[config.mk]
export PLATFORM = sky130hd
export DESIGN_NAME = seg_rr_arbiter
export DESIGN_NICKNAME = d
export VERILOG_FILES = /design/src/rtl/seg_rr_arbiter.sv
export SDC_FILE = /design/constraint.sdc
export NUM_CORES = 1
export LEC_CHECK = 0
export ABC_AREA = 0
export CAP_MARGIN = 20
export CORE_MARGIN = 4
export CORE_UTILIZATION = 60
export CTS_CLUSTER_SIZE = 28
export DETAILED_ROUTE_END_ITERATION = 8
export GPL_TIMING_DRIVEN = 0
export HOLD_SLACK_MARGIN = 0.1
export PLACE_DENSITY = 0.88
export SLEW_MARGIN = 30
export SYNTH_ARGS = -nofsm -noshare
export SYNTH_HDL_FRONTEND = slang
export SYNTH_SLANG_ARGS = --single-unit
export TNS_END_PERCENT = 20
[constraint.sdc]
create_clock -name clk -period 6.45 [get_ports clk]
set_input_delay 1.935 -clock clk [delete_from_list [all_inputs] [get_ports clk]]
set_output_delay 1.935 -clock clk [all_outputs]
set_load 0.01 [all_outputs]
[src/rtl/seg_rr_arbiter.sv]
// Round-robin arbiter sharing one HEX display digit among 8 requesters.
// Grants are held until done, request drop, disable or a MAX_HOLD timeout.
module seg_rr_arbiter #(
  parameter int MAX_HOLD = 16,
  parameter int CNT_W    = 8
) (
  input  logic       clk,
  input  logic       rst_n,
  input  logic       en,
  input  logic [7:0] req,
  input  logic       done,
  output logic [7:0] gnt,
  output logic [2:0] gnt_idx,
  output logic       gnt_valid,
  output logic       timeout,
  output logic [7:0] HEX
);

  typedef enum logic [1:0] {IDLE, BUSY, REST} state_t;

  state_t           state;
  logic [2:0]       ptr;
  logic [CNT_W-1:0] cnt;

  logic [2:0] win_idx;
  logic       win_found;
  logic       hold_hit;
  logic       early_rel;

  // Active-low segment codes {a,b,c,d,e,f,g,dp} for digits 0..7.
  function automatic logic [7:0] seg_code(input logic [2:0] idx);
    case (idx)
      3'd0:    seg_code = 8'h03;
      3'd1:    seg_code = 8'h9F;
      3'd2:    seg_code = 8'h25;
      3'd3:    seg_code = 8'h0D;
      3'd4:    seg_code = 8'h99;
      3'd5:    seg_code = 8'h49;
      3'd6:    seg_code = 8'h41;
      default: seg_code = 8'h1F;
    endcase
  endfunction

  // NOTE: every always_comb output gets a default first so no latch is inferred.
  always_comb begin
    logic [2:0] cand;
    win_idx   = ptr;
    win_found = 1'b0;
    cand      = ptr;
    for (int i = 0; i < 8; i++) begin
      cand = ptr + 3'(i);
      if (!win_found && req[cand]) begin
        win_idx   = cand;
        win_found = 1'b1;
      end
    end
  end

  assign hold_hit  = (cnt == CNT_W'(MAX_HOLD - 1));
  assign early_rel = done || !req[gnt_idx] || !en;

  // NOTE: sequential state uses non-blocking assignments only.
  always_ff @(posedge clk) begin
    if (!rst_n) begin
      state     <= IDLE;
      ptr       <= 3'd0;
      cnt       <= '0;
      gnt       <= 8'h00;
      gnt_idx   <= 3'd0;
      gnt_valid <= 1'b0;
      timeout   <= 1'b0;
      HEX       <= 8'hFF;
    end else begin
      case (state)
        IDLE: begin
          timeout <= 1'b0;
          if (en && win_found) begin
            state     <= BUSY;
            gnt       <= 8'h01 << win_idx;
            gnt_idx   <= win_idx;
            gnt_valid <= 1'b1;
            cnt       <= '0;
            HEX       <= seg_code(win_idx);
          end
        end
        BUSY: begin
          if (early_rel || hold_hit) begin
            state     <= REST;
            gnt       <= 8'h00;
            gnt_valid <= 1'b0;
            ptr       <= gnt_idx + 3'd1;
            HEX       <= 8'hFF;
            // Flag a forced release only when nothing else asked for it.
            timeout   <= hold_hit && !early_rel;
          end else begin
            cnt <= cnt + 1'b1;
          end
        end
        default: begin
          state   <= IDLE;
          timeout <= 1'b0;
        end
      endcase
    end
  end

endmodule
==> results of run 1 <==
how the worst max path moves through the flow:
| stage | start | to | slack, ns | cells past startpoint |
|---|---|---|---|---|
| 3_3_place_gp | req[3] | HEX[1] | 1.07 | 11 |
| 3_5_place_dp | req[3] | HEX[1] | 0.97 | 11 |
| 6_report | req[3] | HEX[1] | 1.26 | 11 |
| 2_1_floorplan | req[1] | HEX[1] | 1.81 | 10 |
| 5_1_grt | req[2] | HEX[1] | 1.09 | 11 |
| 4_1_cts | req[3] | HEX[1] | 1.29 | 11 |
cells by family after synthesis:
kind of cell | share of synthesized area
mux | 0.1889
compound gates | 0.1968
other cells | 0.001478
simple gates | 0.2194
xor+xnor | 0.04783
fa+ha+maj | 0.01972
flops | 0.2604
buf+inv | 0.06558
worst register-to-register path, delay by kind of cell, from the launching register on:
kind                     cells  cell delay (ns)
multiplexers                 2             0.94
AND/OR/NAND/NOR              4             1.48
adder cells (fa/ha/maj)      1             0.33
buffers and inverters        5             0.79
flip-flops                   1             0.36
AO/OA/AOI/OAI                3             0.29
per-stage QoR:
step                      setup WS (ns)  hold WS (ns)  instances    util
after global placement            1.072        0.4456        361  0.7148
after detailed placement         0.9679        0.4544        361  0.7148
after CTS                         1.295        0.4639        369  0.7345
after global routing              1.085        0.4886        369  0.7345
final                             1.261        0.4609        369  0.7345
after floorplan                   1.812        0.4761        281       -
metal layers:
layer / up-vias / share of wire
li1: 1138 / -
met1: 1138 / 0.44
met2: 103 / 0.47
met3: 10 / 0.078
met4: 0 / 0.012
met5: - / 0
area by class of cell:
type | instances | area, um2 | share of cell area
clock buffer | 8 | 80.08 | 0.02687
tap | 50 | 62.56 | 0.02099
buffer | 15 | 132.6 | 0.04450
inverter | 9 | 33.78 | 0.01134
sequential | 33 | 660.6 | 0.2217
timing repair buffer | 30 | 300.3 | 0.1008
multi-input combinational | 224 | 1710 | 0.5739
power by group through the flow:
stage          clock [W]  combinational (W)  sequential (W)
6_report        0.000151           0.000283        0.000232
5_1_grt         0.000162           0.000308        0.000234
4_1_cts         0.000154           0.000279        0.000232
3_5_place_dp           0           0.000278        0.000236
3_3_place_gp           0           0.000272        0.000237
2_1_floorplan          0           0.000192        0.000241
cells in the final DEF, fill, tap and decap left out, types with 3 or more instances in the layout:
| cell | count |
|---|---|
| mux4_1 | 3 |
| or2_2 | 4 |
| nor4_1 | 3 |
| dfxtp_1 | 33 |
| mux2i_1 | 6 |
| and3_1 | 4 |
| nor3_1 | 7 |
| mux4_2 | 10 |
| nand2b_1 | 5 |
| inv_1 | 6 |
| and2_1 | 4 |
| nor2_1 | 32 |
| o21ai_0 | 10 |
| ha_1 | 4 |
| mux2_4 | 3 |
| a32oi_1 | 6 |
| clkbuf_8 | 7 |
| clkbuf_1 | 10 |
| xnor2_1 | 5 |
| buf_6 | 3 |
| mux2_2 | 4 |
| nand4_1 | 6 |
| nand3_1 | 11 |
| o22ai_1 | 3 |
| o32ai_1 | 3 |
| clkdlybuf4s50_1 | 30 |
| xor2_1 | 7 |
| a21oi_1 | 20 |
| nand2_1 | 18 |
| a211oi_1 | 6 |
| o221ai_1 | 3 |
flip-flops by register name, indices dropped and copies added, names as in the netlist:
| signal | count |
|---|---|
| gnt | 8 |
| cnt | 8 |
| gnt_valid | 1 |
| state | 2 |
| gnt_idx | 3 |
| HEX | 7 |
| timeout | 1 |
| ptr | 3 |
==> reports/metrics.cfg, run 1 <==
[timing]
fmax_mhz = 192.7
drv_slew = 0
worst_pin_slew_ns = 0.8150
setup_violations = 0
rsz0062_at_grt = false
fin_crit_sh = 0.8046
fin_setup_tns_ns = 0
period_minus_slack_ns = 5.189
slew-limit-headroom = 0.4481
fin_skew_ns = 0.002463
finalHoldViolCount = 0

[floorplan]
die_h_um = 73.03
ioPinCount = 33
start_util = 0.6253
rows = 23
die_x_um = 73.03
core_area_um2 = 4058
fp.dieArea_um2 = 5333

[outcome]
outcome = finished clean

[hold_path]
min_from = gnt[2]
hold_path_class = register to register
min_to = gnt[2]
hold_depth = 2

[power_and_ir_drop]
clkPwrFrac = 0.226
power.switching_w = 0.0002391
p_total_w = 0.0006658
p_leak_nw = 1.059
internal_power_w = 0.0004267
p_sw_frac = 0.3591
pwr-share-seq = 0.349
pwr_density_cell_nw_per_um2 = 223.4
combPwrFrac = 0.425
ir_drop_mv = 0.1805

[yosys]
synth_commonest_cells = dfxtp_1 (33), nor2_1 (32), a21oi_1 (20)
synthArstFlopShare = 0
synth_top_cell_area_share = 0.2604
synth-seq-area-share = 0.2604
synth_area_leader_cell = dfxtp_1
synthCells = 281
syn_area_per_cell_um2 = 9.030
netlist_area_um2 = 2537
ys_types = 66
syn_nets = 297
yosys-top-cells-area = dfxtp_1 (26%), mux4_2 (8.9%), nor2_1 (4.7%)
synth.most_common_cell = dfxtp_1
synth_edf_count = 0
synth-seq-cells = 33
ys.warnings.count = 0
ys_dominant_reg_cell = dfxtp_1

[worst_setup_path]
crit_required_ns = 6.67
crit_type = input pin to register
cpPeakStageDelay_ns = 0.61
crit_family = simple AND/OR/NAND/NOR gates
crit_slowest_cell = mux4_1
reg2reg_slack_ns = 2.18
cp_num_buf_inv = 2
rr_worst_depth = 15
end_kind = register
r2r-start = ptr[1]
cp.arrival_ns = 5.41
crit_chain = clkdlybuf4s50_1 -> mux4_1 -> mux2i_1 -> o311ai_1 -> nor4b_4 -> a211o_2 -> a21oi_2 -> or2_1 -> buf_6 -> or4_1 -> o211ai_1
cp_max_fo = 9
crit_path_start_kind = input pin
worstReg2RegEnd = HEX[1]

[cells_and_area]
final_layout_size_suffix_gt1_frac = 0.1411
final_area_um2 = 2980
n_fill_cell = 290
fin_nets = 334
diodes = 0
syn_to_final_growth_pct = 17.46

[global_routing]
grt_pass1_vias = 2198
grt_max_degree = 11
grt_use_met3 = 0.07300
busiest_layer = met2
antenna_found_initial = 0
grt_use_met2 = 0.3674
use_met1 = 0.3571
grt-ovfl-total = 0
track_usage = 0.2499
grt_pass1_wl_um = 10410

[route]
drt_first_pass_iters = 5
ant_nets = 0
vias_per_cell = 6.474
drt_iter0_drc = 255
num_vias = 2389
drc_errors = 0
wl_per_cell_um = 17.03
totalWireLength_um = 6283

[placement]
portBuffers = 30
dp_hpwl_um = 4642
gp_congestion = 0.9044
dpl_cell_area_um2 = 2900

[cts]
clk_latency_ns = 0.29
cts.sinks = 33
cts_tree = done
clkSlewWorstSetupHoldPaths_ns = 0.06
postCtsSetupBuffers = 0
clk_path_buf_depth = 2
cts_hold_buf = 0
clockRootBuffer = clkbuf_8
cts_buffers = 5
h-tree-depth = 2
cts_resized = 0

[run]
cap_violations = 0

Power figures use the tool's default switching activity.
==> run 2: changes to the inputs <==
- CORE_UTILIZATION: 60 -> 50
- PLACE_DENSITY: 0.88 -> 0.78
- clock period: 6.45 -> 4.7 ns (I/O delays scaled with it)
==> run 2 against run 1 <==
  * Largest power group unchanged
  * Utilization is 10 points lower
  * Critical path type unchanged
  * Power rose by 48%
  * Sequential power up 38%
==> reports/metrics.cfg, run 2 (synthesized netlist as in run 1, its figures left out) <==
[placement]
portBuffers = 30  ; unchanged
dp_hpwl_um = 4650  ; was 4642 um
gp_congestion = 0.8665  ; was 0.9044

[route]
drc_errors = 0  ; unchanged
ant_nets = 0  ; unchanged
wl_per_cell_um = 16.07  ; was 17.03 um
drt_first_pass_iters = 5  ; unchanged
num_vias = 2342  ; was 2389
drt_iter0_drc = 157  ; was 255
vias_per_cell = 6.067  ; was 6.474
totalWireLength_um = 6203  ; was 6283 um

[floorplan]
rows = 25  ; was 23
ioPinCount = 33  ; unchanged
die_x_um = 79.24  ; was 73.03 um
start_util = 0.5268  ; was 0.6253
fp.dieArea_um2 = 6279  ; was 5333 um2
die_h_um = 79.24  ; was 73.03 um
core_area_um2 = 4817  ; was 4058 um2

[worst_setup_path]
crit_required_ns = 4.91  ; was 6.67 ns
crit_family = simple AND/OR/NAND/NOR gates  ; unchanged
cp_num_buf_inv = 2  ; unchanged
crit_type = input pin to register  ; unchanged
crit_slowest_cell = mux4_2  ; was mux4_1
cp.arrival_ns = 4.78  ; was 5.41 ns
end_kind = register  ; unchanged
cpPeakStageDelay_ns = 0.55  ; was 0.61 ns
cp_max_fo = 9  ; unchanged
crit_chain = clkdlybuf4s50_1 -> mux2_4 -> mux4_2 -> or3_4 -> nor4b_4 -> a211o_2 -> a21oi_2 -> or2_1 -> buf_6 -> or4_1 -> o211ai_1  ; was clkdlybuf4s50_1 -> mux4_1 -> mux2i_1 -> o311ai_1 -> nor4b_4 -> a211o_2 -> a21oi_2 -> or2_1 -> buf_6 -> or4_1 -> o211ai_1
crit_path_start_kind = input pin  ; unchanged

[cts]
h-tree-depth = 2  ; unchanged
cts.sinks = 33  ; unchanged
clkSlewWorstSetupHoldPaths_ns = 0.07  ; was 0.06 ns
clk_latency_ns = 0.28  ; was 0.29 ns
postCtsSetupBuffers = 0  ; unchanged
clockRootBuffer = clkbuf_8  ; unchanged
cts_hold_buf = 0  ; unchanged
cts_tree = done  ; unchanged
cts_buffers = 5  ; unchanged
clk_path_buf_depth = 2  ; unchanged

[global_routing]
busiest_layer = met2  ; unchanged
antenna_found_initial = 0  ; unchanged
use_met1 = 0.2871  ; was 0.3571
track_usage = 0.2090  ; was 0.2499
grt_use_met2 = 0.3460  ; was 0.3674
grt_pass1_wl_um = 10530  ; was 10410 um
grt_pass1_vias = 2220  ; was 2198
grt_use_met3 = 0.03741  ; was 0.07300
grt-ovfl-total = 0  ; unchanged
grt_max_degree = 11  ; unchanged

[timing]
fmax_mhz = 218.6
finalHoldViolCount = 0  ; unchanged
worst_pin_slew_ns = 0.6635  ; was 0.8150 ns
slew-limit-headroom = 0.5577  ; was 0.4481
whs_ns = 0.4584  ; was 0.4609 ns
drv_slew = 0  ; unchanged
fin_skew_ns = 0.002716  ; was 0.002463 ns
fin_crit_sh = 0.9732
setup_violations = 0  ; unchanged
fin_setup_tns_ns = 0  ; unchanged
period_minus_slack_ns = 4.574

[run]
cap_violations = 0  ; unchanged

[power_and_ir_drop]
ir_drop_mv = 0.2088  ; was 0.1805 mV
pwr_density_cell_nw_per_um2 = 323.5  ; was 223.4 nW/um2
p_leak_nw = 1.082  ; was 1.059 nW

[cells_and_area]
final_common_cell = dfxtp_1  ; unchanged
diodes = 0  ; unchanged
final_layout_size_suffix_gt1_frac = 0.1567  ; was 0.1411
largestRegisters = cnt (8), gnt (8), HEX (7)  ; unchanged
syn_to_final_growth_pct = 20.12  ; was 17.46%
fin_nets = 334  ; unchanged
final_cell_mix = dfxtp_1 (33), nor2_1 (32), clkdlybuf4s50_1 (29)  ; was dfxtp_1 (33), nor2_1 (32), clkdlybuf4s50_1 (30)

[hold_path]
hold_path_class = register to register  ; unchanged

[outcome]
outcome = finished clean  ; unchanged

-- run 2: cell type report --
type	count	area, um2
Buffer	15	132.6
Clock buffer	7	86.33
Clock inverter	1	30.03
Fill cell	444	1769
Inverter	9	33.78
Multi-Input combinational cell	224	1718
Sequential cell	33	660.6
Tap cell	67	83.83
Timing Repair Buffer	30	302.8
-- run 2: worst paths after layout --
path                                to  cells after the start    from  slack, ns
worst max-delay path            HEX[1]                     11  req[3]       0.13
worst min-delay path            gnt[7]                      2  gnt[7]       0.46
worst max register to register  HEX[1]                     15  ptr[1]       0.46
worst min register to register  gnt[7]                      2  gnt[7]       0.46
-- run 2: tightest hold or removal path, delay by kind of cell (launching register included) --
| family | cells | cell delay (ns) |
|---|---|---|
| compound gates | 1 | 0.05 |
| flops | 1 | 0.31 |
| simple gates | 1 | 0.05 |
-- run 2: metal layers --
layer,part of all wire,vias to the layer above
li1,-,1138
met1,0.46,1129
met2,0.48,70
met3,0.049,5
met4,0.0074,0
met5,0,-
-- run 2: stage by stage --
stage	setup WS [ns]	utilization	area (um2)	total power [W]	instances
finish	0.1260	0.6327	3048	0.0009861	386
floorplan	0.5867	-	2537	0.0005948	281
global route	-0.005127	0.6327	3048	0.001045	386
CTS	0.06755	0.6306	3038	0.0009857	386
detailed placement	-0.2293	0.6065	2922	0.0007071	378
global placement	-0.1625	0.6065	2922	0.0006998	378
-- run 2: where the power goes --
group / internal (W) / total, W / switching [W]
clock network: 0.000173 / 0.000276 / 0.000103
logic: 0.000180 / 0.000391 / 0.000211
registers: 0.000302 / 0.000319 / 0.0000162
total: 0.000655 / 0.000986 / 0.000331
-- run 2: repair_timing --
action | in CTS | in global routing
endpoints found under the setup margin | 0 | 12
hold endpoints to repair | 0 | 0
resized for setup | 0 | 5
